$ cat src/rtl/whack_pkg.sv
// Shared types and defaults for the whack game core.
package whack_pkg;

  // FSM state encoding; values are visible on the game_state output.
  typedef enum logic [2:0] {
    StLobby = 3'd0,
    StPick  = 3'd1,
    StArmed = 3'd2,
    StOver  = 3'd3
  } game_state_e;

  // Board clock rate: one game second is this many CLOCK_50 cycles.
  localparam int unsigned DefaultClkHz = 50_000_000;

endpackage

$ cat src/rtl/strike_detect.sv
// Debounced strike detector. A nonzero box id that holds for DEBOUNCE cycles
// fires a single strike, then the detector stays disarmed until the sensor has
// read idle (0) for DEBOUNCE cycles, so one physical hit produces one strike.
module strike_detect #(
  parameter int unsigned BOX_W    = 3,
  parameter int unsigned DEBOUNCE = 1024
) (
  input  logic             CLOCK_50,
  input  logic             resetn,
  input  logic [BOX_W-1:0] box_address,
  output logic             strike,
  output logic [BOX_W-1:0] strike_box
);

  localparam int unsigned    CntW   = $clog2(DEBOUNCE + 1);
  localparam logic [CntW-1:0] CntMax = CntW'(DEBOUNCE);

  logic [BOX_W-1:0] prev_q, prev_d;
  logic [CntW-1:0]  cnt_q, cnt_d;
  logic             armed_q, armed_d;
  logic [CntW-1:0]  run_len;
  logic             stable;

  // Length of the current run of identical samples, including this cycle.
  always_comb begin
    run_len = CntW'(1);
    if (box_address != prev_q) begin
      run_len = CntW'(1);
    end else if (cnt_q == CntMax) begin
      run_len = CntMax;
    end else begin
      run_len = cnt_q + 1'b1;
    end
    stable = (run_len == CntMax);
  end

  // Strike fires on the DEBOUNCE-th stable cycle; arming needs a stable idle run.
  always_comb begin
    strike  = armed_q && stable && (box_address != '0);
    prev_d  = box_address;
    cnt_d   = run_len;
    armed_d = armed_q;
    if (strike) begin
      armed_d = 1'b0;
    end else if (stable && (box_address == '0)) begin
      armed_d = 1'b1;
    end
  end

  assign strike_box = box_address;

  // Detector state; comes out of reset disarmed.
  always_ff @(posedge CLOCK_50 or negedge resetn) begin
    if (!resetn) begin
      prev_q  <= '0;
      cnt_q   <= '0;
      armed_q <= 1'b0;
    end else begin
      prev_q  <= prev_d;
      cnt_q   <= cnt_d;
      armed_q <= armed_d;
    end
  end

endmodule

$ cat src/rtl/whack_game_core.sv
// Game-logic core: lobby -> pick/armed play loop -> game over. Draws targets
// from the LFSR, scores debounced strikes, runs the seconds countdown and the
// per-target timeout, and keeps a session high score.
module whack_game_core
  import whack_pkg::*;
#(
  parameter int unsigned N_BOXES       = 3,
  parameter int unsigned BOX_W         = 3,
  parameter int unsigned SCORE_W       = 11,
  parameter int unsigned CLK_HZ        = DefaultClkHz,
  parameter int unsigned GAME_SECS     = 60,
  parameter int unsigned TARGET_CYCLES = 75_000_000,
  parameter int unsigned DEBOUNCE      = 1024,
  parameter int unsigned MISS_PENALTY  = 1
) (
  input  logic               CLOCK_50,
  input  logic               resetn,
  input  logic               start,
  input  logic [BOX_W-1:0]   box_address,
  input  logic [BOX_W-1:0]   lfsr_value,
  output logic [BOX_W-1:0]   target,
  output logic [SCORE_W-1:0] score,
  output logic [SCORE_W-1:0] high_score,
  output logic [7:0]         seconds_left,
  output logic [2:0]         game_state,
  output logic               hit_pulse,
  output logic               miss_pulse,
  output logic               lobby_sound,
  output logic               game_over
);

  localparam int unsigned PresW = (CLK_HZ > 1) ? $clog2(CLK_HZ) : 1;
  localparam int unsigned TmrW  = (TARGET_CYCLES > 1) ? $clog2(TARGET_CYCLES) : 1;

  localparam logic [PresW-1:0]   PresLast = PresW'(CLK_HZ - 1);
  localparam logic [TmrW-1:0]    TmrLast  = TmrW'(TARGET_CYCLES - 1);
  localparam logic [SCORE_W-1:0] ScoreMax = {SCORE_W{1'b1}};
  localparam logic [SCORE_W-1:0] Penalty  = SCORE_W'(MISS_PENALTY);
  localparam logic [7:0]         SecsInit = 8'(GAME_SECS);
  localparam logic [BOX_W-1:0]   NBox     = BOX_W'(N_BOXES);

  game_state_e        state_q, state_d;
  logic [BOX_W-1:0]   target_q, target_d;
  logic [SCORE_W-1:0] score_q, score_d;
  logic [SCORE_W-1:0] high_q, high_d;
  logic [7:0]         secs_q, secs_d;
  logic [PresW-1:0]   pres_q, pres_d;
  logic [TmrW-1:0]    tmr_q, tmr_d;
  logic               hit_q, hit_d;
  logic               miss_q, miss_d;
  logic               start_q;

  logic               strike;
  logic [BOX_W-1:0]   strike_box;
  logic               start_rise;
  logic               lfsr_ok;
  logic [SCORE_W-1:0] score_inc;
  logic [SCORE_W-1:0] score_dec;

  strike_detect #(
    .BOX_W    (BOX_W),
    .DEBOUNCE (DEBOUNCE)
  ) u_strike_detect (
    .CLOCK_50    (CLOCK_50),
    .resetn      (resetn),
    .box_address (box_address),
    .strike      (strike),
    .strike_box  (strike_box)
  );

  // Start edge, target acceptance and saturating score arithmetic.
  always_comb begin
    start_rise = start && !start_q;
    // A single-box game can never pick a different box, so skip that rule.
    lfsr_ok    = (lfsr_value != '0) && (lfsr_value <= NBox) &&
                 ((N_BOXES == 1) || (lfsr_value != target_q));
    score_inc  = (score_q == ScoreMax) ? score_q : score_q + 1'b1;
    score_dec  = (score_q < Penalty) ? '0 : score_q - Penalty;
  end

  // Next-state for the FSM, timers and score.
  always_comb begin
    state_d  = state_q;
    target_d = target_q;
    score_d  = score_q;
    high_d   = high_q;
    secs_d   = secs_q;
    pres_d   = pres_q;
    tmr_d    = tmr_q;
    hit_d    = 1'b0;
    miss_d   = 1'b0;

    unique case (state_q)
      StLobby, StOver: begin
        if (start_rise) begin
          score_d = '0;
          secs_d  = SecsInit;
          pres_d  = '0;
          state_d = StPick;
        end
      end
      StPick: begin
        if (lfsr_ok) begin
          target_d = lfsr_value;
          tmr_d    = '0;
          state_d  = StArmed;
        end
      end
      StArmed: begin
        tmr_d = tmr_q + 1'b1;
        // A strike outranks a timeout landing in the same cycle.
        if (strike) begin
          if (strike_box == target_q) begin
            score_d = score_inc;
            hit_d   = 1'b1;
          end else begin
            score_d = score_dec;
            miss_d  = 1'b1;
          end
          state_d = StPick;
        end else if (tmr_q == TmrLast) begin
          score_d = score_dec;
          miss_d  = 1'b1;
          state_d = StPick;
        end
      end
      default: state_d = StLobby;
    endcase

    // Countdown overrides the play transition; the final strike is already in score_d.
    if ((state_q == StPick) || (state_q == StArmed)) begin
      if (pres_q == PresLast) begin
        pres_d = '0;
        secs_d = secs_q - 8'd1;
        if (secs_q == 8'd1) begin
          state_d  = StOver;
          target_d = '0;
          if (score_d > high_q) begin
            high_d = score_d;
          end
        end
      end else begin
        pres_d = pres_q + 1'b1;
      end
    end
  end

  // All game state; reset aborts any game in progress and clears the high score.
  always_ff @(posedge CLOCK_50 or negedge resetn) begin
    if (!resetn) begin
      state_q  <= StLobby;
      target_q <= '0;
      score_q  <= '0;
      high_q   <= '0;
      secs_q   <= SecsInit;
      pres_q   <= '0;
      tmr_q    <= '0;
      hit_q    <= 1'b0;
      miss_q   <= 1'b0;
      start_q  <= 1'b0;
    end else begin
      state_q  <= state_d;
      target_q <= target_d;
      score_q  <= score_d;
      high_q   <= high_d;
      secs_q   <= secs_d;
      pres_q   <= pres_d;
      tmr_q    <= tmr_d;
      hit_q    <= hit_d;
      miss_q   <= miss_d;
      start_q  <= start;
    end
  end

  assign target       = target_q;
  assign score        = score_q;
  assign high_score   = high_q;
  assign seconds_left = secs_q;
  assign game_state   = state_q;
  assign hit_pulse    = hit_q;
  assign miss_pulse   = miss_q;
  assign lobby_sound  = (state_q == StLobby);
  assign game_over    = (state_q == StOver);

endmodule
$ cat config.mk
export PLATFORM = sky130hd
export DESIGN_NAME = whack_game_core
export DESIGN_NICKNAME = d
export VERILOG_FILES = /design/src/rtl/whack_pkg.sv /design/src/rtl/strike_detect.sv /design/src/rtl/whack_game_core.sv
export SDC_FILE = /design/constraint.sdc
export NUM_CORES = 1
export LEC_CHECK = 0
export ABC_AREA = 1
export CAP_MARGIN = 20
export CELL_PAD_IN_SITES_DETAIL_PLACEMENT = 0
export CELL_PAD_IN_SITES_GLOBAL_PLACEMENT = 1
export CORE_UTILIZATION = 30
export DETAILED_ROUTE_END_ITERATION = 8
export DONT_BUFFER_PORTS = 1
export PLACE_DENSITY = 0.51
export SYNTH_ARGS = -nofsm -noshare
export SYNTH_HDL_FRONTEND = slang
export SYNTH_SLANG_ARGS = --single-unit
$ cat constraint.sdc
create_clock -name CLOCK_50 -period 3.6 [get_ports CLOCK_50]
set_input_delay 0.72 -clock CLOCK_50 [delete_from_list [all_inputs] [get_ports CLOCK_50]]
set_output_delay 0.72 -clock CLOCK_50 [all_outputs]
set_load 0.01 [all_outputs]
# Word-level counts from Yosys, hierarchy flattened
# Cells that the tools add are included.
[op_classes]
n_shift = 0
n_eq_ne = 13
n_addsub = 6
bitwise = 0
n_reduce_logical = 20
mux = 41
multipliers = 0
div_mod_pow = 0
order_cmp = 3
[ops]
columns = ["operator", "n"]
rows = [
  ["$mux W26", 4],
  ["$mux W11", 8],
  ["$pmux W27 S2", 1],
  ["$mux W3", 12],
  ["$eq A11 B11 Y1 const B", 3],
  ["$mux W8", 4],
  ["$add A27 B1 Y27 const B", 1],
  ["$eq A27 B27 Y1 const B", 1],
  ["$mux W27", 1],
  ["$add A26 B1 Y26 const B", 1],
  ["$eq A26 B26 Y1 const B", 1],
  ["$add A11 B1 Y11 const B", 2],
  ["$pmux W11 S2", 1],
  ["$gt A11 B11 Y1", 1],
  ["$lt A11 B1 Y1 const B", 1],
  ["$sub A11 B1 Y11 const B", 1],
  ["$mux W1", 9],
  ["$pmux W3 S3", 1],
  ["$eq A8 B1 Y1 const B", 1],
  ["$reduce_bool A2 Y1", 4],
  ["$sub A8 B1 Y8 const B", 1],
  ["$eq A3 B2 Y1 const B", 2],
  ["$logic_and A1 B1 Y1", 6],
  ["$logic_not A3 Y1", 2],
  ["11 further kinds", 14],
]
[word_totals]
ram_bits = 0
register_bits = 107
wordCells = 96
mem_count = 0
input_bits = 9
out_inout_bits = 40
mem_bits_ro = 0
latch_bits = 0

# Depth between registers and ports, before layout
[logic_depth]
ltp_word = 11
depth_mapped = 25
mapped_depth_nobuf = 24

# By module
# From an unflattened synthesis, not the netlist that was laid out.
[unflattened]
hier_cells = 1055
area_unflattened_um2 = 7314.5
[modules_own_cells]
columns = ["module", "cells_per_inst", "area_per_inst_um2", "n_inst", "seq_area_each_um2"]
rows = [
  ["whack_game_core", 910, 6301.0, 1, 2307.2],
  ["strike_detect", 145, 1013.5, 1, 375.4],
]

# Least setup slack after synthesis
# No wires, ideal clock.
[synth_timing]
path_type = "input-to-reg"
start = "input port box_address[2]"
end = "register high_q[10], in the netlist high_score[10]"
path_stages = 16
required_ns = 3.534
setup_ns = 0.066
arrival_time_ns = 3.238
path_slack_ns = 0.296
n_path_buf = 2
path_cell_list = "xnor2_1 -> nand3_1 -> a21oi_4 -> nand4_4 -> buf_6 -> nand2_1 -> nand3_1 -> a21boi_1 -> ha_1 -> a21oi_1 -> o21a_1 -> o221ai_1 -> o2111ai_1 -> clkbuf_1 -> nand2_1 -> nand2_1"
[synth_between]
elab_chain_cells = 9
elab_cells_between_ends = 12
classes_between = "1 x order compare; 3 x eq/ne; 4 x mux; 4 x reduce/logical"
[synth_lines]
columns = ["item", "line_no", "source"]
rows = [
  ["start: declaration", "whack_game_core.sv:19", "input logic [BOX_W-1:0] box_address,"],
  ["$ne A3 B3 Y1", "strike_detect.sv:27", "if (box_address != prev_q) begin"],
  ["$mux W11", "strike_detect.sv:27", ""],
  ["net u_strike_detect.cnt_d[10]", "strike_detect.sv:19", "logic [CntW-1:0] cnt_q, cnt_d;"],
  ["$eq A11 B11 Y1", "strike_detect.sv:34", "stable = (run_len == CntMax);"],
  ["$logic_and A1 B1 Y1 (2 in a row)", "strike_detect.sv:39", "strike = armed_q && stable && (box_address != '0);"],
  ["$mux W11", "whack_game_core.sv:112", "if (strike) begin"],
  ["$pmux W11 S2", "whack_game_core.sv:93", "unique case (state_q)"],
  ["net score_d[4]", "whack_game_core.sv:44", "logic [SCORE_W-1:0] score_q, score_d;"],
  ["$gt A11 B11 Y1", "whack_game_core.sv:138", "if (score_d > high_q) begin"],
  ["$reduce_and A4 Y1 (no source line)", "n/a", ""],
  ["end signal: assignment", "whack_game_core.sv:165", "high_q <= high_d;"],
  ["end: declaration", "whack_game_core.sv:45", "logic [SCORE_W-1:0] high_q, high_d;"],
]
# The timed path passes the listed nets, and every way through them passes these cells.
# A chain may end at the register's enable or synchronous reset.

# Worst setup path in the final report
[layout_timing]
start = "register u_strike_detect.cnt_q[1]"
end = "register high_q[6], in the netlist high_score[6]"
[layout_between]
elab_chain_cells = 10
elab_cells_between_ends = 11
classes_between = "1 x add/sub; 1 x order compare; 2 x eq/ne; 4 x mux; 3 x reduce/logical"
[layout_lines]
columns = ["item", "line_no", "source"]
rows = [
  ["start: declaration", "strike_detect.sv:19", ""],
  ["start signal: assignment", "strike_detect.sv:60", "cnt_q <= cnt_d;"],
  ["$add A11 B1 Y11 / $eq A11 B11 Y1 (equally long branches)", "strike_detect.sv:32, strike_detect.sv:29", ""],
  ["$mux W11 (*)", "strike_detect.sv:29", "end else if (cnt_q == CntMax) begin"],
  ["$mux W11 (*)", "strike_detect.sv:27", ""],
  ["$eq A11 B11 Y1 (*)", "strike_detect.sv:34", ""],
  ["$logic_and A1 B1 Y1 (*) (2 in a row)", "strike_detect.sv:39", ""],
  ["$mux W11 (*)", "whack_game_core.sv:112", ""],
  ["$pmux W11 S2 (*)", "whack_game_core.sv:93", ""],
  ["net score_d[6]", "whack_game_core.sv:44", ""],
  ["$gt A11 B11 Y1", "whack_game_core.sv:138", ""],
  ["$reduce_and A4 Y1 (no source line)", "n/a", ""],
]
# Mark *: on every way through the listed nets, which the timed path passes. The rest lies on a longest branch.

==> run metrics <==
outcome finished, final reports clean; vias in the first global route approximately 6.5k; pin count of the biggest net entering global routing about 110; WP buf/inv 5; power consumption about 3.5 mW; CP required ~3.9 ns; clk_lat worst skew around 0.36 ns; reg2reg path depth 24; # diodes 0; die width 153.7 um; R2R Path End high_score[6]$_DFFE_PN0P_; CTS tree done; post-route clock period utilization 95.10%; post-route ant nets 0; Global Route Usage Sum a little under a fifth; DP HPWL about 16,000 um; prevailing post-synth register cell dfrtp_1; syn_nets ~1,000; num rows 55; number of synthesized flops with an enable pin 0; Final WS setup between 0.15 and 0.2 ns; crit end category flip-flop; Area growth, synth to finish 19.89%; Crit Path Category reg -> reg; CTS Hold Bufs 0; Final min period about 3.4 ns; share of layout cells above drive strength 1 17.17%; setup slack at placement -0.2176 ns; H-tree levels 3; CTS Buffer Depth 2; final net count between 1k and 1.5k; R2R setup slack around 0.18 ns; post-route cell area slightly above 0.008 mm^2; crit start category flip-flop; Crit path largest cell delay 0.44 ns; count of cell types in the netlist between 50 and 60; Post-Syn Area about 0.007 mm^2; Critical Path AT ~3.7 ns; Lkg Pwr around 3.8 nW; Worst Clk Skew 0.01058 ns; max cap viols 0; Fmax about 290 MHz; DRT iter0 DRCs 389; register area about 0.0027 mm^2; Multi-input gate area 0.003832 mm^2; PortBufs 0; worst-path cell chain inv_1 -> ha_1 -> inv_1 -> nor2_1 -> nand3_2 -> nor2_4 -> nor2_1 -> nand2_2 -> nand2_2 -> nor2_4 -> nand4_4 -> buf_12 -> nand2_1 -> nand3_1 -> nand2_2 -> ha_1 -> a21oi_1 -> o21a_1 -> o221ai_2 -> buf_4 -> o2111ai_4 -> buf_6 -> nand2_1 -> nand2_1; Clk pin slew, worst setup/hold paths 0.07 ns; number of clock sinks about 110; most frequent cells in the layout nand2_1 (225), inv_1 (115), dfrtp_1 (102); Fin. Hold Viols 0; syn avg cell area ~7.3 um^2; CP Max Fanout 8; die area between 0.02 and 0.025 mm^2; post-DR wirelength/cell 16.21 um; slowest cell on the critical path dfrtp_1; Setup violations, final 0; P per Cell Area 422.5 mW/mm^2; Placeable Area 0.02264 mm^2; worst r2r src u_strike_detect.cnt_q[1]$_DFF_PN0_; I/O pin total 49; average vias per placed instance 4.929; DRC 0; flops & latches, synth ~110; placed cell area around 0.0077 mm^2; Slew Viols, Final 0; first-pass GRT wire length about 34,000 um; CTS Buf Count 9; TritonRoute pass-1 iters 5; register area share after synthesis roughly two fifths; commonest non-fill, non-tap cell in the layout nand2_1; CTS Root Cell clkbuf_16; Hold Crit Class in -> async; Slew @ Worst Pin around 0.92 ns; Initial Util a little under a third; Post-Synthesis Cells between 900 and 1k; Slew HR 38.18%; DR vias between 6k and 7k; antenna violations before repair 0; worst-case vdd ir drop about 0.00025 V; GP Congestion 0.8454; Routed WL between 20,000 and 25,000 um; Inst Count DP 1,282; Filler Cells Inserted ~2.3k; yosys warns 0; Final Non-Filler Cells around 1.3k; GRT overflow 0; largest delay contributor family on the critical path simple AND/OR/NAND/NOR gates; async set or reset register ratio after synthesis between 90% and 100%; chip height 153.7 um
stage by stage:
stage	hold WS [ns]	TNS (ns)	util (%)
global placement	0.4296	-1.165	34.03
floorplan	0.4244	0	-
finish	0.06302	0	36.58
detailed placement	0.4303	-1.932	34.03
global route	0.03845	-0.6110	36.58
CTS	0.04282	0	35.58
repair_timing:
item / CTS / global route
buffers inserted: 2 / 3
setup endpoints to repair: 11 / 11
pin swaps: 1 / 12
gates resized for setup: 1 / 42
cloned: 0 / 1
Yosys cell counts (all sizes together), types with 8 or more instances:
cell    instances  share of area, %
nor4           12               1.2
inv           130               7.1
o21ai          54               4.1
ha             19               3.4
a21oi          41               3.1
nand2         238                13
xor2           15               1.9
dfrtp         103                37
nand4          34               3.6
buf            11              0.92
clkbuf          8              0.43
nor3           31               2.7
nor2          115               6.9
o22ai          11               1.0
nand3          69               5.5
xnor2          11               1.4
how the worst max path moves through the flow:
stage               cells after the start  slack (ns)                               start                          to
detailed placement                     18       -0.22                      box_address[0]   high_score[4]$_DFFE_PN0P_
finish                                 24        0.18  u_strike_detect.cnt_q[1]$_DFF_PN0_   high_score[6]$_DFFE_PN0P_
floorplan                              16        0.30                      box_address[2]  high_score[10]$_DFFE_PN0P_
global route                           22       -0.08  u_strike_detect.cnt_q[0]$_DFF_PN0_   high_score[7]$_DFFE_PN0P_
CTS                                    20        0.06  u_strike_detect.cnt_q[0]$_DFF_PN0_   high_score[0]$_DFFE_PN0P_
global placement                       18       -0.14                      box_address[0]   high_score[4]$_DFFE_PN0P_
flip-flops by register name (all words and copies together), names as in the netlist:
name and flops:
game_state 3, u_strike_detect.armed_q 1, tmr_q 27, u_strike_detect.cnt_q 11
hit_pulse 1, u_strike_detect.prev_q 3, pres_q 26, target 3
start_q 1, miss_pulse 1, high_score 11, score 11
seconds_left 8
area by class of cell:
type / instances / area share [%]
sequential: 107 / 32.41
clock buffer: 12 / 3.097
timing repair buffer: 73 / 7.055
clock inverter: 4 / 0.8914
inverter: 131 / 5.968
multi-input combinational: 692 / 46.28
tap: 285 / 4.306
kinds of logic after synthesis:
| family | after synthesis | share of synthesized area (%) |
|---|---|---|
| muxes | 2 | 0.2898 |
| xor gates and xnor gates | 26 | 3.297 |
| and+or+nand+nor | 506 | 33.78 |
| DFF | 107 | 38.83 |
| AOI/OAI and AO/OA | 138 | 11.83 |
| adders and majority gates | 19 | 3.441 |
| buffers and inverters | 150 | 8.477 |
| other | 1 | 0.05429 |
per-layer routing:
layer | GRT usage, % | routed length [um]
met4 | 5.190 | 286
met2 | 30.56 | 10110
met1 | 24.50 | 10000
met3 | 2.790 | 747
met5 | 0 | 0
power breakdown:
part | internal, mW | switching (mW)
sequential | 1.35 | 0.158
combinational | 0.343 | 0.530
clock | 0.650 | 0.472
No activity file was read; power rests on OpenSTA's default activity.
